==> src/rtl/wm8731_cfg_sequencer.sv <==
// wm8731_cfg_sequencer
// Power-up configuration controller for the WM8731 codec. On start it writes a
// fixed 7-entry register table over a bit-banged 2-wire bus. The bus uses a
// quarter-bit tick, so the SCL period is 4*CLK_DIV clk cycles.
//
// Ports:
//   clk, rst_n   system clock, asynchronous active-low reset
//   start        single-cycle pulse; launches the sequence when not busy
//   i2c_sclk     SCL, push-pull
//   i2c_sda_oe   1 = pull SDA low, 0 = release it
//   i2c_sda_in   SDA pin level (asynchronous, synchronised internally)
//   busy         high from launch until done or error
//   done         level; all 7 commands written
//   ack_error    level; a command exhausted its retries
//   cmd_idx      current or last command index
//
// Build option WM8731_CFG_ACK_CHECK_EN: when defined, ACK slots are checked
// and NACKed commands are retried up to MAX_RETRY times before ERROR. When
// undefined, every transaction counts as ACKed and ack_error stays 0.
module wm8731_cfg_sequencer #(
    parameter int unsigned CLK_DIV   = 4,
    parameter int unsigned MAX_RETRY = 3,
    parameter logic [6:0]  DEV_ADDR  = 7'h1A
) (
    input  logic       clk,
    input  logic       rst_n,
    input  logic       start,
    output logic       i2c_sclk,
    output logic       i2c_sda_oe,
    input  logic       i2c_sda_in,
    output logic       busy,
    output logic       done,
    output logic       ack_error,
    output logic [2:0] cmd_idx
);

    typedef enum logic [2:0] {
        S_IDLE, S_START, S_BIT, S_STOP, S_GAP, S_DONE
`ifdef WM8731_CFG_ACK_CHECK_EN
        , S_ERROR
`endif
    } state_e;

    state_e      state_q, state_d;
    logic [1:0]  qtr_q, qtr_d;
    logic [4:0]  slot_q, slot_d;
    logic [2:0]  cmd_q, cmd_d;
    logic [11:0] div_q, div_d;
    logic        sclk_q, sclk_d;
    logic        oe_q, oe_d;
    logic        active, tick, acked;

    function automatic logic [15:0] rom(input logic [2:0] i);
        case (i)
            3'd0:    rom = 16'h1E00;
            3'd1:    rom = 16'h0815;
            3'd2:    rom = 16'h0A00;
            3'd3:    rom = 16'h0C00;
            3'd4:    rom = 16'h0E42;
            3'd5:    rom = 16'h1019;
            default: rom = 16'h1201;
        endcase
    endfunction

    // 27 slots, MSB first. ACK slots carry a 1 so that oe = ~bit releases SDA.
    function automatic logic [26:0] frame(input logic [2:0] c);
        logic [15:0] w;
        w = rom(c);
        frame = {DEV_ADDR, 1'b0, 1'b1, w[15:8], 1'b1, w[7:0], 1'b1};
    endfunction

    // Pin pattern {scl, oe} for a given position in the transaction.
    function automatic logic [1:0] pins(input state_e st, input logic [1:0] q,
                                        input logic [4:0] s, input logic [2:0] c);
        logic [26:0] fr;
        fr   = frame(c);
        pins = 2'b10;
        case (st)
            S_START: pins = {~q[0], 1'b1};
            S_BIT:   pins = {q[1], ~fr[5'd26 - s]};
            S_STOP:  pins = {q != 2'd0, q != 2'd2};
            default: pins = 2'b10;
        endcase
    endfunction

    assign active = (state_q == S_START) || (state_q == S_BIT) ||
                    (state_q == S_STOP)  || (state_q == S_GAP);
    assign tick   = active && (div_q == 12'(CLK_DIV - 1));

`ifdef WM8731_CFG_ACK_CHECK_EN
    localparam int RW = (MAX_RETRY < 1) ? 1 : $clog2(MAX_RETRY + 1);

    logic [RW-1:0] retry_q, retry_d;
    logic          nack_q, nack_d;
    logic          sda_s1_q, sda_s2_q;

    function automatic logic is_ack(input logic [4:0] s);
        is_ack = (s == 5'd8) || (s == 5'd17) || (s == 5'd26);
    endfunction

    // Bus idles high, so the synchroniser resets to 1.
    always_ff @(posedge clk or negedge rst_n) begin
        if (!rst_n) begin
            sda_s1_q <= 1'b1;
            sda_s2_q <= 1'b1;
            retry_q  <= '0;
            nack_q   <= 1'b0;
        end else begin
            sda_s1_q <= i2c_sda_in;
            sda_s2_q <= sda_s1_q;
            retry_q  <= retry_d;
            nack_q   <= nack_d;
        end
    end

    assign acked     = ~nack_q;
    assign ack_error = (state_q == S_ERROR);
`else
    localparam int unsigned unused_max_retry = MAX_RETRY;
    logic unused_sda;
    assign unused_sda = i2c_sda_in;
    assign acked      = 1'b1;
    assign ack_error  = 1'b0;
`endif

    always_comb begin
        state_d = state_q;
        qtr_d   = qtr_q;
        slot_d  = slot_q;
        cmd_d   = cmd_q;
        div_d   = '0;
`ifdef WM8731_CFG_ACK_CHECK_EN
        retry_d = retry_q;
        nack_d  = nack_q;
`endif
        if (active) div_d = tick ? 12'd0 : div_q + 12'd1;

        case (state_q)
            S_START: if (tick) begin
                qtr_d = qtr_q + 2'd1;
                if (qtr_q == 2'd1) begin
                    state_d = S_BIT;
                    qtr_d   = '0;
                    slot_d  = '0;
                end
            end
            S_BIT: if (tick) begin
`ifdef WM8731_CFG_ACK_CHECK_EN
                // NACK is only latched here; the frame still runs to STOP.
                if (qtr_q == 2'd2 && is_ack(slot_q) && sda_s2_q) nack_d = 1'b1;
`endif
                qtr_d = qtr_q + 2'd1;
                if (qtr_q == 2'd3) begin
                    if (slot_q == 5'd26) state_d = S_STOP;
                    else                 slot_d  = slot_q + 5'd1;
                end
            end
            S_STOP: if (tick) begin
                qtr_d = qtr_q + 2'd1;
                if (qtr_q == 2'd2) begin
                    state_d = S_GAP;
                    qtr_d   = '0;
                end
            end
            S_GAP: if (tick) begin
                qtr_d = qtr_q + 2'd1;
                if (qtr_q == 2'd3) begin
`ifdef WM8731_CFG_ACK_CHECK_EN
                    nack_d = 1'b0;
`endif
                    if (acked) begin
`ifdef WM8731_CFG_ACK_CHECK_EN
                        retry_d = '0;
`endif
                        if (cmd_q == 3'd6) begin
                            state_d = S_DONE;
                        end else begin
                            cmd_d   = cmd_q + 3'd1;
                            state_d = S_START;
                        end
                    end
`ifdef WM8731_CFG_ACK_CHECK_EN
                    else if (retry_q < RW'(MAX_RETRY)) begin
                        retry_d = retry_q + 1'b1;
                        state_d = S_START;
                    end else begin
                        state_d = S_ERROR;
                    end
`endif
                end
            end
            default: begin
                // IDLE, DONE and ERROR: launch without waiting for a tick.
                if (start) begin
                    state_d = S_START;
                    qtr_d   = '0;
                    slot_d  = '0;
                    cmd_d   = '0;
`ifdef WM8731_CFG_ACK_CHECK_EN
                    retry_d = '0;
                    nack_d  = 1'b0;
`endif
                end
            end
        endcase

        // Pins are registered from the next position so they change glitch-free.
        {sclk_d, oe_d} = pins(state_d, qtr_d, slot_d, cmd_d);
    end

    always_ff @(posedge clk or negedge rst_n) begin
        if (!rst_n) begin
            state_q <= S_IDLE;
            qtr_q   <= '0;
            slot_q  <= '0;
            cmd_q   <= '0;
            div_q   <= '0;
            sclk_q  <= 1'b1;
            oe_q    <= 1'b0;
        end else begin
            state_q <= state_d;
            qtr_q   <= qtr_d;
            slot_q  <= slot_d;
            cmd_q   <= cmd_d;
            div_q   <= div_d;
            sclk_q  <= sclk_d;
            oe_q    <= oe_d;
        end
    end

    assign i2c_sclk   = sclk_q;
    assign i2c_sda_oe = oe_q;
    assign busy       = active;
    assign done       = (state_q == S_DONE);
    assign cmd_idx    = cmd_q;

endmodule
==> config.mk <==
export PLATFORM = sky130hd
export DESIGN_NAME = wm8731_cfg_sequencer
export DESIGN_NICKNAME = d
export VERILOG_FILES = /design/src/rtl/wm8731_cfg_sequencer.sv
export SDC_FILE = /design/constraint.sdc
export NUM_CORES = 1
export LEC_CHECK = 0
export BUFFER_PORTS_ARGS = -buffer_cell sky130_fd_sc_hd__buf_2
export CORE_MARGIN = 2
export CORE_UTILIZATION = 30
export DETAILED_ROUTE_END_ITERATION = 8
export MAX_ROUTING_LAYER = met4
export PLACE_DENSITY_LB_ADDON = 0.12
export SLEW_MARGIN = 0
export SYNTH_ARGS = -nofsm -noshare
export SYNTH_HDL_FRONTEND = slang
export SYNTH_SLANG_ARGS = --single-unit
==> constraint.sdc <==
create_clock -name clk -period 4.5 [get_ports clk]
set_input_delay 1.125 -clock clk [delete_from_list [all_inputs] [get_ports clk]]
set_output_delay 1.125 -clock clk [all_outputs]
set_load 0.02 [all_outputs]
## Yosys cells after proc, flatten, opt, wreduce, memory -nomap -nowiden

Index checks and enable logic that the tools add are counted.

- Equality and inequality tests: 20
- Add/sub/neg operators: 5
- Bitwise operators: 2
- Multiplexer cells: 37
- Reductions and logical operators: 9
- Order comparisons: 1

Operators by type and width:

| cell | number |
|---|---|
| 13-bit one-hot mux with 6 select lines | 1 |
| 3-bit 2-to-1 mux | 15 |
| 5-bit 2-to-1 mux | 6 |
| 12-bit 2-to-1 mux | 2 |
| 3-bit by 2-bit == test with 1-bit output, second input constant | 6 |
| 3-bit == test, second input constant | 5 |
| 5-bit one-hot mux with 3 select lines | 1 |
| 12-bit by 1-bit adder with 12-bit output, second input constant | 1 |
| 12-bit by 2-bit == test with 1-bit output, second input constant | 1 |
| 2-bit 2-to-1 mux | 6 |
| 2-bit one-hot mux with 3 select lines | 2 |
| 3-bit one-hot mux with 4 select lines | 1 |
| 3-bit by 1-bit == test with 1-bit output, second input constant | 3 |
| 5-bit by 6-bit less-than comparator with 1-bit output, second input constant | 1 |
| 3-bit one-hot mux with 2 select lines | 1 |
| 5-bit by 1-bit adder with 5-bit output, second input constant | 1 |
| 1-bit binary-select mux with 5-bit select | 1 |
| 5-bit == test, second input constant | 1 |
| 5-bit subtractor, first input constant | 1 |
| 2-bit == test, second input constant | 2 |
| 2-bit OR reduction | 2 |
| 3-bit by 1-bit adder with 3-bit output, second input constant | 1 |
| 3-bit zero test | 1 |
| 1-bit logical OR | 3 |
| other kinds (8) | 9 |

- Input port bits: 4
- Flip-flop bits (word level): 27
- Output and inout port bits: 8

## Logic depth before layout (Yosys ltp)

Gate-level depths: netlist of run 1.

- Depth after elaboration: 13
- Mapped depth: 16
- Depth with buffers taken out: 15

## Least setup slack after synthesis of run 1

OpenSTA, ideal clock, no wires.

- Path type: input to register
- Start: input port start
- End: register oe_q (netlist: i2c_sda_oe)
- Required time: 4365 ps
- Buffers on the path: 2
- Data arrival time: 3535 ps
- Setup slack: 830 ps
- Stages: 13
- Path through: clkbuf_1 o221ai_1 o21a_1 a211o_1 ha_1 clkbuf_1 o2111ai_1 nand3_1 a21oi_2 mux2i_1 a22oi_1 o2111ai_1 o221ai_2

RTL lines:

| item | RTL line | text |
|---|---|---|
| start, declared | 27 | `input logic start,` |
| 5-bit 2-to-1 mux | 194 | `if (start) begin` |
| 5-bit one-hot mux with 3 select lines | 138 | `case (state_q)` |
| via slot_d[1] | 46 | `logic [4:0] slot_q, slot_d;` |
| 5-bit subtractor | 80 | `S_BIT: pins = {q[1], ~fr[5'd26 - s]};` |
| 1-bit binary-select mux with 5-bit select | 80 |  |
| 1-bit 2-to-1 mux (not written as such) | 80 |  |
| 1-bit inverter | 80 |  |
| 2-bit one-hot mux with 3 select lines | 78 | `case (st)` |
| via oe_d | 50 | `logic oe_q, oe_d;` |
| end signal, assigned | 219 | `oe_q <= 1'b0;` |
| end signal, assigned | 227 | `oe_q <= oe_d;` |
| end, declared | 50 |  |

The timed path passes the listed nets, and every way through them passes these cells. The select of a mux whose other input is x is not followed.

## Final worst setup path of run 1

- Start: register state_q[0]
- End: register oe_q (netlist: i2c_sda_oe)

RTL lines:

| item | RTL line | text |
|---|---|---|
| start, declared | 44 | `state_e state_q, state_d;` |
| start signal, assigned | 221 | `state_q <= state_d;` |
| 3-bit by 1-bit == test with 1-bit output or 3-bit by 2-bit == test with 1-bit output (tied branches) | 86, 138 |  |
| 1-bit logical OR (2 in a row) | 86 | `assign active = (state_q == S_START) \|\| (state_q == S_BIT) \|\|` |
| 1-bit logical OR | 87 | `(state_q == S_STOP) \|\| (state_q == S_GAP);` |
| 1-bit logical AND | 88 | `assign tick = active && (div_q == 12'(CLK_DIV - 1));` |
| 5-bit 2-to-1 mux (on tied branches) | 147, 139 |  |
| 5-bit one-hot mux with 3 select lines * | 138 |  |
| via slot_d[1] | 46 |  |
| 5-bit subtractor * | 80 |  |
| 1-bit binary-select mux with 5-bit select * | 80 |  |
| 1-bit 2-to-1 mux (not written as such) * | 80 |  |
| 1-bit inverter * | 80 |  |
| 2-bit one-hot mux with 3 select lines * | 78 |  |
| via oe_d | 50 |  |

The timed path passes the listed nets; every way through them passes the cells marked *. The select of a mux whose other input is x is not followed.

==> flow_summary.yaml, run 1 <==
grt:
  antenna_found_initial: 0
  gr-usage-met1_pct: 20.26
  grt_max_degree: 28
  grt_pass1_vias: 1801
  grt_overflow_total: 0
  grt_pass1_wl_um: 9384
  grtUsageTotal_pct: 14.24
  use_met3_pct: 1.494
  busiest_layer: "met2"
  met2_usage_pct: 21.60
critical_path:
  worstPathMaxFanout: 17
  reg2reg_slack_ps: 790
  r2r_cells: 13
  timing.rr.start: "state_q[0]$_DFF_PN0_"
  end_kind: "flop"
  worstPathRequired_ps: 4660
  cp_cell_sequence: "o21ai_0, nand2_2, nor4_1, a211o_1, ha_1, nand2b_1, or4_1, nand3_1, a21oi_2, a211oi_1, a311oi_1, a41oi_1, o221ai_2"
  regToRegEndpoint: "i2c_sda_oe$_DFF_PN0_"
  cp_num_cells: 13
  start_kind: "flop"
  critical_path_class: "reg -> reg"
  slowest_delay_ps: 580
  crit_path_top_delay_cell: "dfrtp_1"
  worstPathBufferInverterCount: 0
  crit_arrival_ps: 3860
  critPathTopFamily: "compound AO/OA/AOI/OAI gates"
sta:
  rsz0062_at_grt: "no"
  finalSetupViolCount: 0
  max_slew_margin_pct: 57.32
  hold_viol_final: 0
  hold_ws_ps: 496.4
  maxClockFrequency_ghz: 0.2698
  worst_slew_pin_slew_ps: 640.2
  setup-tns-final_ps: 0
  clock_skew_ps: 3.685
  timing.final.max_slew_violations: 0
  post-route-period-util_pct: 82.37
  timing.final.crit_period_ps: 3707
clock_network:
  cts_max_level: 1
  cts_tree: "done"
  ctsResizeCount: 0
  root_buffer: "clkbuf_8"
  hold_buffers: 0
  cts_buffer_depth: 2
  post_cts_buffers: 0
  clock_latency_ps: 280
  cts_buffers: 3
  clkSlewWorstSetupHoldPaths_ps: 100
  cts_sinks: 27
logic_synthesis:
  synth_area_leaders: "dfrtp_1, ha_1, nor2_1, nand3_1, inv_1"
  async_flop_share_pct: 100.0
  synthesis.area_um2: 2275
  synth.largest_area_cell: "dfrtp_1"
  synth_ff_type: "dfrtp_1"
  synth-seq-cells: 27
  netlist.area_leader.share_pct: 28.60
  seq_area_frac_synth_pct: 29.76
  synth_edf_count: 0
  synth_nets: 283
  synthCells: 265
  syn_avg_cell_area_um2: 8.584
  synth.distinct_cells: 69
  yosys_warnings: 0
power_and_ir_drop:
  p_sw_uw: 499.0
  p_clk_share_pct: 13.9
  static-leakage-power_uw: 0.001030
  pwr-share-comb_pct: 50.5
  p_sw_share_pct: 47.40
  vdd_drop_max_uv: 136.3
  sequentialPowerShare_pct: 35.5
  power_density_nw_per_um2: 428.7
  intPower_uw: 553.8
hold_path:
  hold_start: "div_q[0]$_DFF_PN0_"
  hold_end: "div_q[0]$_DFF_PN0_"
  hp-class: "reg -> reg"
  hold_path_depth: 1
cells_and_area:
  register_area_um2: 676.9
  layout.cells.most_common_list: "nor2_1, dfrtp_1, inv_1, nand2_1, ha_1"
  fillCellCount: 810
  drive_gt1_share_pct: 13.01
  final_cell_area_um2: 2456
  area_growth_pct: 7.976
  diodes: 0
  fin_nets: 288
  multiInputGateArea_um2: 1468
  layout_commonest_cell: "nor2_1"
  layoutNonFillerInstCount: 368
run_status:
  status: "complete, no violations"
routing:
  wire_per_inst_um: 15.11
  routed_wl_um: 5561
  viasPerCell: 5.155
  dr.pass1.iters: 4
  ant_nets: 0
  drt_iter0_drc: 93
  drc: 0
  route.vias.total: 1897
floorplanning:
  fp.dieW_um: 91.08
  core_um2: 7292
  ioPinCount: 12
  start_util_pct: 31.19
  die_h_um: 91.08
  dieArea_um2: 8295
  rows: 31
job:
  cap_violations: 0
placement:
  placed_cell_area_um2: 2407
  dpl.cell_count: 364
  dp_hpwl_um: 4145
  place_congestion: 0.7733
  io_buffers: 9
==> Yosys cell counts, drive strengths merged (3+ instances only) <==
cell,instances
xor2,6
nor2,32
nand2,18
o31ai,3
and4,3
clkbuf,5
ha,14
inv,17
a31oi,5
nand4,5
nand4b,3
nand3,14
nor2b,4
a21oi,10
buf,8
and2,3
o21a,3
nand2b,5
or4,3
o21ai,11
dfrtp,26
o2111ai,5
a211o,5
a211oi,4
xnor2,7
and3,6
nor4,5
==> area by class of cell <==
class | instances | area share, %
Sequential cell | 27 | 27.56
Inverter | 17 | 2.598
Clock inverter | 1 | 0.3057
Multi-Input combinational cell | 208 | 59.76
Clock buffer | 3 | 1.681
Tap cell | 99 | 5.043
Timing Repair Buffer | 13 | 3.057
==> worst max path at each step <==
stage,end,slack (ps),startpoint
CTS,i2c_sda_oe$_DFF_PN0_,810,state_q[0]$_DFF_PN0_
detailed placement,i2c_sda_oe$_DFF_PN0_,570,start
floorplan,i2c_sda_oe$_DFF_PN0_,830,start
finish,i2c_sda_oe$_DFF_PN0_,790,state_q[0]$_DFF_PN0_
global placement,i2c_sda_oe$_DFF_PN0_,560,start
global route,i2c_sda_oe$_DFF_PN0_,400,state_q[0]$_DFF_PN0_
==> per-stage QoR <==
step / setup WS, ps / total power, uW / utilization, %
final: 793.3 / 1053 / 33.68
after detailed placement: 571.3 / 911.9 / 33.01
after global routing: 398.6 / 1149 / 33.68
after CTS: 812.6 / 1065 / 33.68
after floorplan: 829.8 / 776.8 / -
after global placement: 557.4 / 918.1 / 33.01
==> routing by layer <==
metal	part of all wire, %	vias to the layer above	routed length (um)
met5	0	-	0
met4	0.85	0	47
met3	2.3	2	129
met2	46	23	2549
met1	51	904	2834
li1	-	968	-
==> power by group through the flow <==
stage | registers (uW) | clock network [uW] | logic, uW
6_report | 374 | 147 | 532
5_1_grt | 386 | 164 | 598
4_1_cts | 374 | 155 | 535
3_5_place_dp | 379 | 0 | 532
3_3_place_gp | 380 | 0 | 539
2_1_floorplan | 349 | 0 | 428
==> state kept, by name, indices dropped and copies added, names as in the netlist <==
signal      count
div_q          12
cmd_idx         3
slot_q          5
qtr_q           2
i2c_sclk        1
state_q         3
i2c_sda_oe      1
==> kinds of logic after synthesis <==
group | count (synthesis) | share of synthesized area (%)
XOR/XNOR | 13 | 5.006
AO/OA/AOI/OAI | 65 | 21.56
buffers and inverters | 30 | 5.720
other | 1 | 0.1649
flip-flops | 27 | 29.76
adder cells (fa/ha/maj) | 14 | 7.701
multiplexers | 4 | 1.870
AND/OR/NAND/NOR | 111 | 28.22
(Power assumes the default switching activity.)
==> run 2, diff against run 1 <==
--- a/config.mk
+++ b/config.mk
@@ -5,6 +5,7 @@
 export SDC_FILE = /design/constraint.sdc
 export NUM_CORES = 1
 export LEC_CHECK = 0
+export ABC_AREA = 1
 export BUFFER_PORTS_ARGS = -buffer_cell sky130_fd_sc_hd__buf_2
 export CORE_MARGIN = 2
 export CORE_UTILIZATION = 30
==> constraint.sdc (replaced) <==
create_clock -name clk -period 3.78 [get_ports clk]
set_input_delay 0.945 -clock clk [delete_from_list [all_inputs] [get_ports clk]]
set_output_delay 0.945 -clock clk [all_outputs]
set_load 0.02 [all_outputs]
==> flow_summary.yaml, run 2 <==
critical_path:
  worstPathRequired_ps: 3950
  worstPathMaxFanout: 12
  reg2reg_slack_ps: 800
  r2r_cells: 19
  critical_path_class: "reg -> reg"
  crit_arrival_ps: 3150
  regToRegEndpoint: "i2c_sda_oe$_DFF_PN0_"
  end_kind: "flop"
  timing.rr.start: "qtr_q[0]$_DFF_PN0_"
  start_kind: "flop"
placement:
  io_buffers: 9
  dpl.cell_count: 462
  dp_hpwl_um: 4662
  place_ws_ps: 749.2
  place_congestion: 0.7876
logic_synthesis:
  synth_compound_area_share_pct: 11.31
  synth_mux_area_share_pct: 0
  synth-simple-area-share_pct: 40.20
  synth.distinct_cells: 45
  yosys_warnings: 0
  synth_top_family_by_area: "simple AND/OR/NAND/NOR gates"
  synth-seq-cells: 27
  synth_edf_count: 0
  synth_area_leaders: "dfrtp_1, nand2_1, inv_1, nand3_1, ha_1"
  synth.largest_area_cell: "dfrtp_1"
  async_flop_share_pct: 100.0
  synth_fa_ha_area_share_pct: 7.299
  synthCells: 355
  synth_ff_type: "dfrtp_1"
  synth_xor_xnor_area_share_pct: 1.825
  syn_avg_cell_area_um2: 6.760
  synthesis.area_um2: 2400
  netlist.area_leader.share_pct: 27.11
  yosysMostFrequentCell: "nand2_1"
  synth_common_cells: "nand2_1, inv_1, nand3_1"
  synth_nets: 373
  seq_area_frac_synth_pct: 28.21
routing:
  ant_nets: 0
  viasPerCell: 4.603
  routed_wl_um: 5861
  drt_iter0_drc: 88
  drc: 0
  dr.pass1.iters: 4
  route.vias.total: 2145
  wire_per_inst_um: 12.58
floorplanning:
  fp.dieW_um: 93.44
  die_h_um: 93.44
  start_util_pct: 31.06
  core_um2: 7727
  ioPinCount: 12
  rows: 32
  dieArea_um2: 8731
cells_and_area:
  area_growth_pct: 7.925
  drive_gt1_share_pct: 12.09
  layoutNonFillerInstCount: 466
  layout.cells.most_common_list: "nand2_1, inv_1, nand3_1, nor2_1, dfrtp_1"
  largest-register: "div_q"
  top_regs: "div_q (12), slot_q (5)"
  fin_nets: 383
  layout_commonest_cell: "nand2_1"
  diodes: 0
  largest_reg_flops: 12
hold_path:
  hp-class: "reg -> reg"
  hold_path_depth: 1
  hold_end: "div_q[0]$_DFF_PN0_"
  hold_start: "div_q[0]$_DFF_PN0_"
clock_network:
  ctsResizeCount: 0
  clock_latency_ps: 280
  cts_buffer_depth: 2
  cts_tree: "done"
  clkSlewWorstSetupHoldPaths_ps: 100
  cts_buffers: 3
  root_buffer: "clkbuf_8"
  cts_max_level: 1
  post_cts_buffers: 0
  hold_buffers: 0
  cts_sinks: 27
power_and_ir_drop:
  power_density_nw_per_um2: 182.2
  vdd_drop_max_uv: 131.7
  pwr-share-comb_pct: 1.8
  intPower_uw: 365.4
  static-leakage-power_uw: 0.001319
  p_sw_uw: 106.5
  sequentialPowerShare_pct: 61.2
  p_clk_share_pct: 37.0
  p_sw_share_pct: 22.58
job:
  cap_violations: 0
sta:
  timing.final.crit_period_ps: 2975
  max_slew_margin_pct: 55.80
  setup-tns-final_ps: 0
  rsz0062_at_grt: "no"
  setup_slack_ps: 804.5
  timing.final.max_slew_violations: 0
  maxClockFrequency_ghz: 0.3361
  worst_slew_pin_slew_ps: 663.0
  finalSetupViolCount: 0
  hold_viol_final: 0
  post-route-period-util_pct: 78.72
  clock_skew_ps: 9.184
grt:
  grt_pass1_wl_um: 10380
  grt_overflow_total: 0
  grtUsageTotal_pct: 15.21
  grt_max_degree: 28
  grt_pass1_vias: 2193
  antenna_found_initial: 0
run_status:
  status: "complete, no violations"
==> run 2: cell types whose count changed in the layout (fill, tap and decap cells not counted), sizes merged, moves of 5 or more <==
cell / delta
xnor2: -6
nand2: +77
a21oi: +6
nor3: +8
inv: +46
a211o: -5
nand2b: -5
and3: -5
nand3: +32
==> run 2: worst max path at each step <==
stage                       start              endpoint  slack [ps]  cells past startpoint
3_3_place_gp   qtr_q[0]$_DFF_PN0_  i2c_sda_oe$_DFF_PN0_         730                     19
6_report       qtr_q[0]$_DFF_PN0_  i2c_sda_oe$_DFF_PN0_         800                     19
3_5_place_dp   qtr_q[0]$_DFF_PN0_  i2c_sda_oe$_DFF_PN0_         750                     19
2_1_floorplan  div_q[0]$_DFF_PN0_  i2c_sda_oe$_DFF_PN0_        1300                     21
4_1_cts        qtr_q[0]$_DFF_PN0_  i2c_sda_oe$_DFF_PN0_         740                     19
5_1_grt        qtr_q[1]$_DFF_PN0_  i2c_sda_oe$_DFF_PN0_         440                     19
==> run 2: layout make-up <==
cell class,count,area (um2)
Inverter,63,236.5
Sequential cell,27,676.9
Timing Repair Buffer,9,45.04
Clock buffer,4,45.04
Fill cell,862,5137
Multi-Input combinational cell,261,1459
Tap cell,102,127.6
==> run 2: cell families (layout without fill, tap and decap cells) <==
| logic type | Yosys count | after routing |
|---|---|---|
| AO/OA/AOI/OAI | 42 | 42 |
| XOR/XNOR | 5 | 5 |
| adder cells (fa/ha/maj) | 14 | 14 |
| buffers and inverters | 67 | 76 |
| flip-flops | 27 | 27 |
| other | 1 | 1 |
| AND/OR/NAND/NOR | 199 | 199 |
==> run 2: power by group through the flow <==
stage	combinational, uW	clock (uW)	sequential [uW]
after CTS	9.02	182	289
final	8.49	175	289
after global routing	9.96	191	289
after global placement	9.11	0	294
after detailed placement	9.03	0	294
after floorplan	2.00	0	294
==> run 2: critical path, stage by stage (launching register included) <==
cell and delay (ps):
dfrtp_1 430, ha_1 460, inv_1 250, nor2_2 230
nand3_1 90, nand2_1 70, inv_1 50, a21oi_2 200
ha_1 210, inv_1 40, nand4_1 120, nand2_2 90
inv_2 90, nor2_1 50, nor2_1 90, nand2_1 50
nand2_1 60, nand2_1 50, nand3_1 130, nand3_1 90
==> run 2: layer usage <==
metal | vias to the layer above | wire length (um) | global-route usage (%)
met1 | 952 | 3089 | 20.99
met2 | 25 | 2590 | 24.40
met4 | 0 | 64 | 2.941
met3 | 7 | 117 | 1.612
met5 | - | 0 | -
li1 | 1161 | - | -
==> run 2: stage by stage <==
| step | hold WS, ps | instance area [um2] | power, uW | util (%) |
|---|---|---|---|---|
| 2_1_floorplan | 424.4 | 2400 | 296.4 | - |
| 3_3_place_gp | 449.7 | 2545 | 303.4 | 32.93 |
| 3_5_place_dp | 450.4 | 2545 | 303.3 | 32.93 |
| 4_1_cts | 462.1 | 2590 | 480.1 | 33.52 |
| 5_1_grt | 501.3 | 2590 | 489.2 | 33.52 |
| 6_report | 463.2 | 2590 | 471.9 | 33.52 |
